`config.mk`:
```
export PLATFORM = sky130hd
export DESIGN_NAME = ann_seq_ctrl
export DESIGN_NICKNAME = d
export VERILOG_FILES = /design/src/rtl/ann_seq_ctrl.sv
export SDC_FILE = /design/constraint.sdc
export NUM_CORES = 2
export LEC_CHECK = 0
export ABC_AREA = 1
export CAP_MARGIN = 20
export CORE_MARGIN = 3
export CORE_UTILIZATION = 44
export DETAILED_ROUTE_END_ITERATION = 16
export PLACE_DENSITY = 0.63
export SLEW_MARGIN = 20
export SYNTH_ARGS = -nofsm -noshare
export SYNTH_HDL_FRONTEND = slang
export SYNTH_SLANG_ARGS = --single-unit
```
`constraint.sdc`:
```
create_clock -name clk -period 10.45 [get_ports clk]
set_input_delay 3.135 -clock clk [delete_from_list [all_inputs] [get_ports clk]]
set_output_delay 3.135 -clock clk [all_outputs]
set_load 0.005 [all_outputs]
```
`src/rtl/ann_seq_ctrl.sv`:
```
// ann_seq_ctrl: sequential evaluator for the 8-16-4 sleep-stage classifier.
// A single multiply-accumulate unit walks the network one neuron at a time.
// Weights and biases stream in from an external synchronous weight memory.
// Hidden activations acc*256/(256+|acc|) come from an 8-step restoring divider.
//
// Ports:
//   clk, rst           clock; synchronous active-high reset
//   start              evaluation request, honoured only in idle
//   f0..f7             signed Q8.8 features, captured on an accepted start
//   w_rd_en, w_addr    weight memory read request (data returns next cycle)
//   w_rdata            signed Q8.8 weight word
//   busy               high while an evaluation is in flight
//   done               one-cycle pulse when o0..o3/predicted_stage update
//   o0..o3             signed output scores
//   predicted_stage    argmax of o0..o3, ties to the lowest index
module ann_seq_ctrl (
    input  logic        clk,
    input  logic        rst,
    input  logic        start,
    input  logic [15:0] f0,
    input  logic [15:0] f1,
    input  logic [15:0] f2,
    input  logic [15:0] f3,
    input  logic [15:0] f4,
    input  logic [15:0] f5,
    input  logic [15:0] f6,
    input  logic [15:0] f7,
    output logic        w_rd_en,
    output logic [7:0]  w_addr,
    input  logic [15:0] w_rdata,
    output logic        busy,
    output logic        done,
    output logic [15:0] o0,
    output logic [15:0] o1,
    output logic [15:0] o2,
    output logic [15:0] o3,
    output logic [1:0]  predicted_stage
);

    typedef enum logic [2:0] {StIdle, StL0Mac, StL0Act, StL1Mac, StArgmax} state_e;

    state_e             state_q, state_d;
    logic [4:0]         cnt_q, cnt_d;
    logic [3:0]         idx_q, idx_d;
    logic signed [15:0] feat_q [8];
    logic signed [15:0] feat_d [8];
    logic signed [15:0] hid_q [16];
    logic signed [15:0] hid_d [16];
    logic signed [31:0] acc_q, acc_d;
    logic [40:0]        rem_q, rem_d;
    logic [6:0]         quo_q, quo_d;
    logic signed [15:0] stg_q [4];
    logic signed [15:0] stg_d [4];
    logic signed [15:0] out_q [4];
    logic signed [15:0] out_d [4];
    logic [1:0]         stage_q, stage_d;
    logic               done_q, done_d;
    logic               rd_en_q, rd_en_d;
    logic [7:0]         addr_q, addr_d;

    logic signed [15:0] wsig, mul_a, best_v;
    logic signed [31:0] prod;
    logic [2:0]         l0_tap;
    logic [3:0]         l1_tap;
    logic [32:0]        acc_ext, acc_abs;
    logic [40:0]        den, rem_cur, den_sh, rem_nxt;
    logic               q_bit;
    logic [7:0]         quo_nxt;
    logic [15:0]        hid_mag, hid_val;
    logic [1:0]         best;

    // Shared datapath: MAC operand select, divider step, argmax scan.
    always_comb begin
        wsig   = w_rdata;
        // Data for the read issued at count c returns at count c+1.
        l0_tap = cnt_q[2:0] - 3'd1;
        l1_tap = cnt_q[3:0] - 4'd1;
        mul_a  = (state_q == StL0Mac) ? feat_q[l0_tap] : hid_q[l1_tap];
        prod   = 32'(mul_a) * 32'(wsig);

        acc_ext = {acc_q[31], acc_q};
        acc_abs = acc_q[31] ? (~acc_ext + 33'd1) : acc_ext;
        den     = {8'd0, acc_abs} + 41'd256;
        // Quotient is below 256, so trial subtraction starts at den<<7.
        rem_cur = (cnt_q == 5'd0) ? {acc_abs, 8'd0} : rem_q;
        den_sh  = den << (3'd7 - cnt_q[2:0]);
        q_bit   = (rem_cur >= den_sh);
        rem_nxt = q_bit ? (rem_cur - den_sh) : rem_cur;
        quo_nxt = {quo_q, q_bit};
        hid_mag = {8'd0, quo_nxt};
        hid_val = acc_q[31] ? (~hid_mag + 16'd1) : hid_mag;

        best   = 2'd0;
        best_v = stg_q[0];
        for (int k = 1; k < 4; k++) begin
            if (stg_q[k] > best_v) begin
                best   = 2'(k);
                best_v = stg_q[k];
            end
        end
    end

    always_comb begin
        state_d = state_q;
        cnt_d   = cnt_q;
        idx_d   = idx_q;
        feat_d  = feat_q;
        hid_d   = hid_q;
        acc_d   = acc_q;
        rem_d   = rem_q;
        quo_d   = quo_q;
        stg_d   = stg_q;
        out_d   = out_q;
        stage_d = stage_q;
        done_d  = 1'b0;
        rd_en_d = 1'b0;
        addr_d  = addr_q;

        unique case (state_q)
            StIdle: begin
                // The done cycle is still idle but must not accept a start.
                if (start && !done_q) begin
                    state_d = StL0Mac;
                    cnt_d   = 5'd0;
                    idx_d   = 4'd0;
                    feat_d  = '{f0, f1, f2, f3, f4, f5, f6, f7};
                end
            end
            StL0Mac: begin
                if (cnt_q == 5'd0)      acc_d = '0;
                else if (cnt_q <= 5'd8) acc_d = acc_q + prod;
                else                    acc_d = acc_q + (32'(wsig) <<< 8);
                if (cnt_q == 5'd9) begin
                    state_d = StL0Act;
                    cnt_d   = 5'd0;
                end else begin
                    cnt_d = cnt_q + 5'd1;
                end
            end
            StL0Act: begin
                rem_d = rem_nxt;
                quo_d = quo_nxt[6:0];
                if (cnt_q == 5'd7) begin
                    hid_d[idx_q] = hid_val;
                    cnt_d        = 5'd0;
                    if (idx_q == 4'd15) begin
                        state_d = StL1Mac;
                        idx_d   = 4'd0;
                    end else begin
                        state_d = StL0Mac;
                        idx_d   = idx_q + 4'd1;
                    end
                end else begin
                    cnt_d = cnt_q + 5'd1;
                end
            end
            StL1Mac: begin
                if (cnt_q == 5'd0)       acc_d = '0;
                else if (cnt_q <= 5'd16) acc_d = acc_q + prod;
                if (cnt_q == 5'd17) begin
                    stg_d[idx_q[1:0]] = acc_q[23:8] + w_rdata;
                    cnt_d             = 5'd0;
                    if (idx_q[1:0] == 2'd3) begin
                        state_d = StArgmax;
                        idx_d   = 4'd0;
                    end else begin
                        idx_d = idx_q + 4'd1;
                    end
                end else begin
                    cnt_d = cnt_q + 5'd1;
                end
            end
            StArgmax: begin
                out_d   = stg_q;
                stage_d = best;
                done_d  = 1'b1;
                state_d = StIdle;
            end
            default: state_d = StIdle;
        endcase

        // Reads are registered, so they are derived from the next state.
        if (state_d == StL0Mac && cnt_d <= 5'd8) begin
            rd_en_d = 1'b1;
            addr_d  = (cnt_d == 5'd8) ? (8'd128 + {4'd0, idx_d})
                                      : {1'b0, idx_d, cnt_d[2:0]};
        end else if (state_d == StL1Mac && cnt_d <= 5'd16) begin
            rd_en_d = 1'b1;
            addr_d  = (cnt_d == 5'd16) ? (8'd208 + {6'd0, idx_d[1:0]})
                                       : (8'd144 + {2'd0, idx_d[1:0], cnt_d[3:0]});
        end
    end

    always_ff @(posedge clk) begin
        if (rst) begin
            state_q <= StIdle;
            cnt_q   <= '0;
            idx_q   <= '0;
            feat_q  <= '{default: '0};
            hid_q   <= '{default: '0};
            acc_q   <= '0;
            rem_q   <= '0;
            quo_q   <= '0;
            stg_q   <= '{default: '0};
            out_q   <= '{default: '0};
            stage_q <= '0;
            done_q  <= 1'b0;
            rd_en_q <= 1'b0;
            addr_q  <= '0;
        end else begin
            state_q <= state_d;
            cnt_q   <= cnt_d;
            idx_q   <= idx_d;
            feat_q  <= feat_d;
            hid_q   <= hid_d;
            acc_q   <= acc_d;
            rem_q   <= rem_d;
            quo_q   <= quo_d;
            stg_q   <= stg_d;
            out_q   <= out_d;
            stage_q <= stage_d;
            done_q  <= done_d;
            rd_en_q <= rd_en_d;
            addr_q  <= addr_d;
        end
    end

    assign busy            = (state_q != StIdle);
    assign done            = done_q;
    assign w_rd_en         = rd_en_q;
    assign w_addr          = addr_q;
    assign o0              = out_q[0];
    assign o1              = out_q[1];
    assign o2              = out_q[2];
    assign o3              = out_q[3];
    assign predicted_stage = stage_q;

endmodule

```
==> results.ini <==
[status]
outcome=finished, final reports clean

[timing]
max_freq_ghz=0.104
hold_viol=0
max_slew_margin_pct=22.6
final.min_clock_period_ps=9590
setup-violations-final=0
worstMarginPinSlew_ps=1160
tns_ps=0
rsz0062_at_grt=false
slew_viol_final=0
worst_clock_skew_ps=24.2
period_share_pct=91.8

[synth]
ys_seq_elements=600
yosys.area.top_type=dfxtp_1
syn-cell-area_um2=44900
netlist_top_cells_count=nand2_1, inv_1, nor2_1
async_reset_ff_share_pct=0
synth.most_common_cell=nand2_1
netlist_instances=6434
yosysWarnings=0
ys_top_cells_by_area=dfxtp_1, fa_1, nand2_1, a21oi_1, o21ai_0
synthFlopType=dfxtp_1
synth-seq-area-share_pct=26.7
syn_avg_cell_area_um2=6.99
synth-edff-count=0
synth_top_cell_area_share_pct=26.7
synth_cell_types=66

[cts]
cts_buffer_depth=3
cts_buffers=69
cts_resized=0
cts_tree=done
htreeDepth=3
post_cts_buffers=0
worst_skew_pair.late_latency_ps=630
cts.sinks=600
cts.clk_slew.worst_paths_ps=60
cts_hold_buffers=0
cts_root_buffer=clkbuf_16

[route]
via_per_inst=5.50
drt-initial-drc-count=3519
drc=0
wl_per_cell_um=20.0
postRouteAntennaNets=0
routed_wl_um=158000
drt_pass1_iterations=9
vias=43400

[critical_path]
crit_end=acc_q[26]$_SDFFE_PP0P_
reg2reg_depth=35
crit_fanout=64
end_kind=flop
crit_arrival_ps=10100
critPathKind=flop to flop
start_kind=flop
cp-startpoint=cnt_q[0]$_SDFF_PP0_
r2r-end=acc_q[26]$_SDFFE_PP0P_
cp_slowest_cell=nand2_1
r2r-start=cnt_q[0]$_SDFF_PP0_
r2r_setup_slack_ps=860
worst_path_largest_cell_delay_ps=630
worst_ep_required_time_ps=10960

[floorplan]
initial_core_util_pct=44.6
core_um2=101000
die_y_um=326
num_rows=116
ios=224
die_width_um=326
dieArea_um2=106000

[cells_and_area]
nFillCells=10200
layout-drive-gt1-share_pct=5.40
syn2layout_area_growth_pct=12.6
nets=7152
design_area_um2=50600

[global_routing]
top_usage_layer=met2
grt_overflow=0
antenna_found_initial=5
grt_use_total_pct=29.2
grt_max_degree=215
use_met1_pct=38.8
grt_pass1_vias=41800
use_met2_pct=47.9
grt_pass1_wl_um=245000
use_met3_pct=4.47

[place]
place_congestion=0.972
dp.final_hpwl_um=118000
dpl_cell_area_um2=48200
io_buffer_count=223

[flow_run]
max-cap-violations=0

[hold_path]
hp-class=flop to flop

[sequential cells by signal (all words and copies together) (netlist names)]
register / count
acc_q: 32
cnt_q: 5
done: 1
feat_q: 128
hid_q: 240
idx_q: 4
o0: 16
o1: 16
o2: 16
o3: 16
predicted_stage: 2
quo_q: 7
rem_q: 41
state_q: 3
stg_q: 64
w_addr: 8
w_rd_en: 1
[critical path, delay by kind of cell, from the launching register on]
| kind | cells | cell delay (ps) |
|---|---|---|
| buffers and inverters | 9 | 1900 |
| AO/OA/AOI/OAI | 5 | 930 |
| AND/OR/NAND/NOR | 13 | 2270 |
| flip-flops | 1 | 400 |
| adder cells (fa/ha/maj) | 8 | 3900 |
[stage by stage]
stage	utilization (%)	cells	hold WS [ps]	worst slack (ps)
3_5_place_dp	47.9	7773	441	606
3_3_place_gp	47.9	7773	434	655
5_1_grt	50.3	7895	465	449
4_1_cts	50.2	7895	449	916
6_report	50.3	7897	448	862
2_1_floorplan	-	6435	424	1660
[cells by family after synthesis]
kind of cell | after synthesis | share of synthesized area [%]
buffers and inverters | 1167 | 10.0
other | 1 | 0.00834
AND/OR/NAND/NOR | 2504 | 23.3
flip-flops | 600 | 26.7
AO/OA/AOI/OAI | 1571 | 19.1
adder cells (fa/ha/maj) | 518 | 19.3
multiplexers | 2 | 0.0445
XOR/XNOR | 71 | 1.46
[placed cells by master (no fill, tap or decap), types with 9 or more instances in the layout]
master | netlist | layout
a221o_1 | 15 | 15
nor2_1 | 762 | 761
xnor2_1 | 28 | 28
a22oi_1 | 32 | 32
nor3_1 | 48 | 46
inv_1 | 810 | 807
o21ai_1 | 27 | 27
dfxtp_1 | 600 | 598
clkinv_1 | 12 | 12
or2_2 | 26 | 26
a21oi_1 | 677 | 677
nand4_1 | 53 | 53
fa_1 | 294 | 294
clkbuf_1 | 206 | 14
xor2_1 | 40 | 38
nand2_1 | 1197 | 1196
o211ai_1 | 20 | 20
a211oi_1 | 20 | 20
inv_2 | 31 | 30
clkbuf_8 | 0 | 9
clkinv_2 | 0 | 10
clkdlybuf4s50_1 | 0 | 222
nand2_2 | 24 | 25
buf_4 | 5 | 68
nor2_2 | 27 | 28
nand3_1 | 306 | 306
o21bai_1 | 15 | 15
ha_1 | 224 | 223
o21a_1 | 24 | 24
nand3_2 | 20 | 20
nand3b_1 | 9 | 9
o311ai_0 | 13 | 13
a21o_1 | 23 | 23
o21ai_0 | 614 | 614
clkbuf_16 | 0 | 69
bufinv_16 | 0 | 11
a221oi_1 | 24 | 24
a31oi_1 | 33 | 32
[per-layer routing]
metal | up-vias | wire (um)
li1 | 21000 | -
met4 | 4 | 6450
met3 | 307 | 10600
met1 | 20600 | 67800
met5 | - | 23
met2 | 1461 | 72800
[how the worst min path moves through the flow]
stage	start	end	slack, ps	cells after the start
after global routing	hid_q[1]$_SDFFE_PP0P_	hid_q[1]$_SDFFE_PP0P_	470	2
final	hid_q[47]$_SDFFE_PP0P_	hid_q[47]$_SDFFE_PP0P_	450	2
after floorplan	hid_q[129]$_SDFFE_PP0P_	hid_q[129]$_SDFFE_PP0P_	420	2
after global placement	hid_q[196]$_SDFFE_PP0P_	hid_q[196]$_SDFFE_PP0P_	430	2
after CTS	hid_q[103]$_SDFFE_PP0P_	hid_q[103]$_SDFFE_PP0P_	450	2
after detailed placement	hid_q[103]$_SDFFE_PP0P_	hid_q[103]$_SDFFE_PP0P_	440	2
[cell type report]
| class | instances | area (um^2) | share of cell area (%) |
|---|---|---|---|
| Multi-Input combinational cell | 4668 | 28500 | 56.3 |
| Sequential cell | 600 | 12000 | 23.7 |
| Inverter | 853 | 3220 | 6.36 |
| Timing Repair Buffer | 295 | 2810 | 5.55 |
| Clock buffer | 91 | 1890 | 3.73 |
| Tap cell | 1357 | 1700 | 3.35 |
| Clock inverter | 31 | 490 | 0.969 |
| Antenna cell | 2 | 5.00 | 0.00989 |
Power is not shown: default switching activity piles up to over one toggle a cycle in this logic, so the estimate is an artifact.
